## src/rtl/uart_pkg.sv

```systemverilog
// Shared UART constants: default clocking, oversampling ratio, divider helper.
package uart_pkg;

   localparam int unsigned CLK_FREQ_DEFAULT = 100_000_000;
   localparam int unsigned BAUD_DEFAULT     = 115_200;
   localparam int unsigned OVERSAMPLE       = 8;

   // Clocks per 8x tick, truncated; 0 flags an unusable baud rate.
   function automatic int unsigned div8_calc(input int unsigned clk_freq,
                                             input int unsigned freq);
      if (freq == 0) begin
         return 0;
      end
      return clk_freq / (OVERSAMPLE * freq);
   endfunction

endpackage

```

## src/rtl/baud_gen_tick_divider.sv

```systemverilog
// Modulo-N counter with synchronous clear, advance enable and a registered wrap pulse.
module tick_divider #(
   parameter int unsigned N = 8,
   parameter int unsigned W = 3
) (
   input  logic clk,
   input  logic rst,
   input  logic clear_i,
   input  logic adv_i,
   output logic last_c_o,
   output logic wrap_o
);

   localparam logic [W-1:0] LAST = W'(N - 1);

   logic [W-1:0] cnt_q;
   logic [W-1:0] cnt_d;
   logic         wrap_q;
   logic         wrap_d;

   // Advancing out of the terminal count; feeds the next stage and the wrap pulse.
   assign last_c_o = adv_i && (cnt_q == LAST);

   // Next count and wrap pulse; clear dominates and kills any pending pulse.
   always_comb begin
      cnt_d  = cnt_q;
      wrap_d = 1'b0;
      if (clear_i) begin
         cnt_d = '0;
      end else if (adv_i) begin
         wrap_d = last_c_o;
         cnt_d  = last_c_o ? '0 : cnt_q + W'(1);
      end
   end

   // Counter and pulse registers.
   always_ff @(posedge clk or posedge rst) begin
      if (rst) begin
         cnt_q  <= '0;
         wrap_q <= 1'b0;
      end else begin
         cnt_q  <= cnt_d;
         wrap_q <= wrap_d;
      end
   end

   assign wrap_o = wrap_q;

endmodule

```

## src/rtl/baud_gen.sv

```systemverilog
// Baud tick generator: registered 8x-oversample and 1x baud enable pulses.
module baud_gen
   import uart_pkg::*;
#(
   parameter int unsigned freq     = BAUD_DEFAULT,
   parameter int unsigned clk_freq = CLK_FREQ_DEFAULT
) (
   input  logic clk,
   input  logic rst,
   input  logic baud_en,
   output logic count_8x_ready,
   output logic count_baud_ready
);

   localparam int unsigned DIV8  = div8_calc(clk_freq, freq);
   localparam int unsigned CW    = (DIV8 < 2) ? 1 : $clog2(DIV8);
   localparam int unsigned SUB_W = $clog2(OVERSAMPLE);

   // Reject baud rates the divider cannot realise.
   if (freq == 0 || DIV8 < 2) begin : g_bad_param
      $error("baud_gen: unusable freq/clk_freq combination, DIV8=%0d", DIV8);
   end

   logic clear;
   logic last8_c;
   logic last_baud_c;
   logic tick8_q;
   logic tick_baud_q;

   // Dropping the enable holds both stages at phase zero.
   assign clear = !baud_en;

   // 8x stage: one wrap every DIV8 enabled clocks.
   tick_divider #(
      .N (DIV8),
      .W (CW)
   ) u_div8 (
      .clk      (clk),
      .rst      (rst),
      .clear_i  (clear),
      .adv_i    (baud_en),
      .last_c_o (last8_c),
      .wrap_o   (tick8_q)
   );

   // Baud stage: counts 8x wraps, wrapping on every eighth one.
   tick_divider #(
      .N (OVERSAMPLE),
      .W (SUB_W)
   ) u_sub (
      .clk      (clk),
      .rst      (rst),
      .clear_i  (clear),
      .adv_i    (last8_c),
      .last_c_o (last_baud_c),
      .wrap_o   (tick_baud_q)
   );

   assign count_8x_ready   = tick8_q;
   assign count_baud_ready = tick_baud_q;

endmodule

```

## config.mk

```make
export PLATFORM = sky130hd
export DESIGN_NAME = baud_gen
export DESIGN_NICKNAME = d
export VERILOG_FILES = /design/src/rtl/uart_pkg.sv /design/src/rtl/baud_gen_tick_divider.sv /design/src/rtl/baud_gen.sv
export SDC_FILE = /design/constraint.sdc
export NUM_CORES = 1
export LEC_CHECK = 0
export CAP_MARGIN = 15
export CORE_UTILIZATION = 40
export DETAILED_ROUTE_END_ITERATION = 7
export PLACE_DENSITY = 0.64
export SLEW_MARGIN = 0
export SYNTH_ARGS = -nofsm -noshare
export SYNTH_HDL_FRONTEND = slang
export SYNTH_HIERARCHICAL = 1
export SYNTH_SLANG_ARGS = --single-unit
```

## constraint.sdc

```tcl
create_clock -name clk -period 3 [get_ports clk]
set_input_delay 0.45 -clock clk [delete_from_list [all_inputs] [get_ports clk]]
set_output_delay 0.45 -clock clk [all_outputs]
set_load 0.01 [all_outputs]
```

==> impl_summary.md <==
Cells and area
The share of post-route cells with drive strength above 1 is 0.134. Compared with the post-synthesis result, the final layout area differs by 14.3%. The repair_antennas step left the layout with diodes totalling 0. For this run, the number of standard cells in the final layout without fillers is 82. The post-layout net count is 74.

Floorplan
The die is 41.6 µm wide. The initial utilization of the core area, before any placement, comes to 0.454. The die is 41.6 µm tall. The floorplan has 13 rows.

The boundary pin count is 5. The area of the placeable core is 1380 µm². The floorplan step defined a die boundary enclosing 1730 µm².

CTS
The maximum clock insertion buffer count is 2. The buffer cell driving the clock tree root is sky130_fd_sc_hd__clkbuf_4. Gates resized during post-CTS repair numbered 0. Once the clock tree was built, the setup fixing pass inserted 0 buffers. In this run, post-CTS hold repair placed 0 buffers. The clock transition time at the flip-flop clock pins of the worst setup and hold paths is 0.08 ns. The CTS tree is built.

The number of buffers created by CTS is 3. The source-to-sink clock delay at the later pin of the worst-skew pair is 0.28 ns. The H-tree level count is 1. The clock sink count is 12.

Setup path
The slowest stage of the critical path belongs to the cell sky130_fd_sc_hd__clkdlybuf4s50_1. The launch point of the worst reg-to-reg path is u_div8/cnt_q[0]$_DFFE_PP0P_. The signal on the critical path passes through clkdlybuf4s50_1 -> inv_1 -> o211ai_2 -> or3_1 -> a211oi_2.

The reg-to-reg endpoint is u_sub/cnt_q[0]$_DFFE_PP0P_. The worst register-to-register path has a depth of 6. The beginning of the critical path is baud_en. STA classifies the critical path startpoint as an input port. The setup path with the least slack is of type input port to flop.

Following the worst setup path forward leads to its endpoint at u_div8/cnt_q[5]$_DFFE_PP0P_. Setup slack on the worst reg-to-reg path comes out at 1.27 ns. For this run, the slowest stage of the critical path takes 0.57 ns. Data on the critical path arrives at its endpoint at 2.25 ns. Along the worst path, the maximum fanout reaches 15. The endpoint type of the worst setup path is a flop. The required time at the endpoint of the critical path is 3.20 ns.

Route
The length of the first detailed-routing pass in iterations is 2. The number of nets with antenna violations after detailed routing is 0. Dividing the detail-routed via count by the number of cells gives 5.34. The total wire length is 1.06 mm. The initial detailed-routing violation count is 8.

The detailed router placed 438 vias in this run. After detailed routing, the number of remaining DRC violations is 0. In the final routed layout, each cell accounts on average for 12.9 µm.

Global route
The number of global-route vias before repair is 434. Across every metal layer, demand over resource in global routing totals 0.158. The total overflow left after global routing is 0. The initial antenna violation count was 0. Entering global routing, the biggest net connects 16 pins. The global-route wire length before repair is 2.04 mm.

Synth
Measured against the total synthesized area, the mux share comes to 0.0319. The proportion of register bits with asynchronous set or reset after synthesis is 1.00. Yosys mapped a number of flops with a built-in enable equal to 0.

Summing every instance area after synthesis gives 628 µm². During synthesis, Yosys emitted a total of 6 warnings. The simple-gate share of the synthesized area is 0.193. The part of the Yosys area used for sequential elements is 0.478. The dominant combinational cell family by area after synthesis is simple AND/OR/NAND/NOR gates. Among all flip-flop cells after synthesis, the most frequent one is sky130_fd_sc_hd__dfrtp_1.

The post-synthesis compound-gate area fraction is 0.159. Of the total synthesized cell area, the portion taken by XOR and XNOR cells is 0.0279. After synthesis, the mean cell area works out to 10.5 µm². The synthesis-stage register bit count is 12. The adder and majority gate portion of the synthesized area is 0.0598. Counting every net in the synthesized netlist gives 66. The number of unique standard cell types used by synthesis is 26. Synthesis produced a netlist whose cell count is 60.

STA
In this run the tightest slew margin relative to its limit is 0.676. The final setup violation count is 0. The post-route fraction of the period consumed by the critical path is 0.683. Adding up every negative setup slack in the final design gives 0 ns. The total count of max-transition violations in the final report is 0. After layout, the minimum clock period comes to 2.05 ns.

Based on the critical path, the design can be clocked at up to 488 MHz. The number of hold violations in the final report came to 0. The pin slew with the least headroom to its limit is 0.485 ns. The clock skew is 0.0120 ns. Setup repair after global routing left no endpoint under its margin.

Power
The ratio of total power to cell area is 436 nW/µm². The total leakage power is 0.000309 µW. IR analysis of the VDD net gives a maximum drop of 0.000274 V.

Place
The number of input and output port buffers inserted is 4. The number of placed instances with taps included is 78. At the end of routability-driven placement, the weighted congestion stood at 0.812. Detailed placement ended at an HPWL of 762 µm.

Worst hold path
The type of the worst min-delay path is input port to asynchronous set/reset pin.

Flow run
The tool flagged a number of max-cap violations equal to 0.

Run status
The flow ran to the end, and the final reports show no timing, DRC or antenna violations.
[worst min-delay path by stage]
stage                                from                          to  slack, ns  cells after the start
3_5_place_dp   u_sub/cnt_q[1]$_DFFE_PP0P_  u_sub/cnt_q[1]$_DFFE_PP0P_       0.52                      2
2_1_floorplan                         rst  u_sub/cnt_q[0]$_DFFE_PP0P_       0.22                      1
3_3_place_gp   u_sub/cnt_q[1]$_DFFE_PP0P_  u_sub/cnt_q[1]$_DFFE_PP0P_       0.52                      2
6_report                              rst      u_sub/wrap_o$_DFF_PP0_       0.37                      2
4_1_cts                               rst      u_sub/wrap_o$_DFF_PP0_       0.38                      2
5_1_grt                               rst      u_sub/wrap_o$_DFF_PP0_       0.41                      2
[area by class of cell]
type | count | area [µm²]
clock buffers | 4 | 36.3
fillers | 130 | 664
inverters | 5 | 18.8
multi-input cells | 41 | 297
flip-flops and latches | 12 | 300
well taps | 15 | 18.8
repair buffers | 5 | 47.5
[layer usage]
metal,track usage,part of all wire,up-vias
li1,-,-,228
met1,0.226,0.52,202
met2,0.213,0.43,8
met3,0.0783,0.049,0
met4,0.0387,0,0
met5,0,0,-
[flip-flops by register name, indices dropped and copies added, names as in the netlist]
signal and count:
u_sub/cnt_q 3, u_div8/wrap_o 1, u_div8/cnt_q 7, u_sub/wrap_o 1
[kinds of logic after synthesis]
family,after synthesis
simple gates,21
compound gates,13
flops,12
buf+inv,7
fa+ha+maj,3
xor+xnor,2
mux,2
[power breakdown]
part           switching (µW)  internal, µW  total, µW
Sequential               2.62           164        166
Clock                    56.1          73.8        130
Combinational            10.9          5.81       16.7
[placed cells by master (no fill, tap or decap)]
cell type and n:
sky130_fd_sc_hd__a211oi_1 2, sky130_fd_sc_hd__a211oi_2 1, sky130_fd_sc_hd__a21oi_1 3, sky130_fd_sc_hd__a21oi_2 1
sky130_fd_sc_hd__and2_1 1, sky130_fd_sc_hd__buf_4 1, sky130_fd_sc_hd__clkbuf_4 3, sky130_fd_sc_hd__clkbuf_8 1
sky130_fd_sc_hd__clkdlybuf4s50_1 4, sky130_fd_sc_hd__dfrtp_1 12, sky130_fd_sc_hd__ha_1 3, sky130_fd_sc_hd__inv_1 5
sky130_fd_sc_hd__mux2i_1 2, sky130_fd_sc_hd__nand2_1 2, sky130_fd_sc_hd__nand2b_1 3, sky130_fd_sc_hd__nand3_1 2
sky130_fd_sc_hd__nand3b_1 1, sky130_fd_sc_hd__nand4bb_1 1, sky130_fd_sc_hd__nor2_1 3, sky130_fd_sc_hd__nor2b_1 2
sky130_fd_sc_hd__nor3_1 3, sky130_fd_sc_hd__o2111ai_1 3, sky130_fd_sc_hd__o211ai_2 1, sky130_fd_sc_hd__o21ai_0 2
sky130_fd_sc_hd__or2_2 1, sky130_fd_sc_hd__or3_1 1, sky130_fd_sc_hd__or3b_1 1, sky130_fd_sc_hd__xor2_1 2
[metrics by stage]
step / cell area, µm² / setup WS (ns) / power (µW) / utilization / hold slack, ns
3_3_place_gp: 682 / 0.670 / 186 / 0.493 / 0.518
4_1_cts: 718 / 0.961 / 318 / 0.519 / 0.380
5_1_grt: 718 / 0.838 / 333 / 0.519 / 0.412
6_report: 718 / 0.950 / 313 / 0.519 / 0.375
2_1_floorplan: 628 / 1.31 / 182 / - / 0.216
3_5_place_dp: 682 / 0.655 / 187 / 0.493 / 0.524
[critical path, delay by kind of cell]
kind                   cells  cell delay (ns)
buffers and inverters      2             1.02
AOI/OAI and AO/OA          2             0.39
and+or+nand+nor            1             0.38
[synth_stat cells, drive strengths merged (2+ instances only)]
master | instances | area share
ha | 3 | 0.060
nand2b | 3 | 0.030
nor2b | 2 | 0.020
mux2i | 2 | 0.032
dfrtp | 12 | 0.48
buf | 2 | 0.020
nor3 | 3 | 0.024
nand2 | 2 | 0.012
a211oi | 3 | 0.044
nor2 | 3 | 0.018
o21ai | 2 | 0.016
o2111ai | 3 | 0.042
a21oi | 4 | 0.038
inv | 5 | 0.030
nand3 | 2 | 0.016
xor2 | 2 | 0.028
No activity file was read; power rests on OpenSTA's default activity.
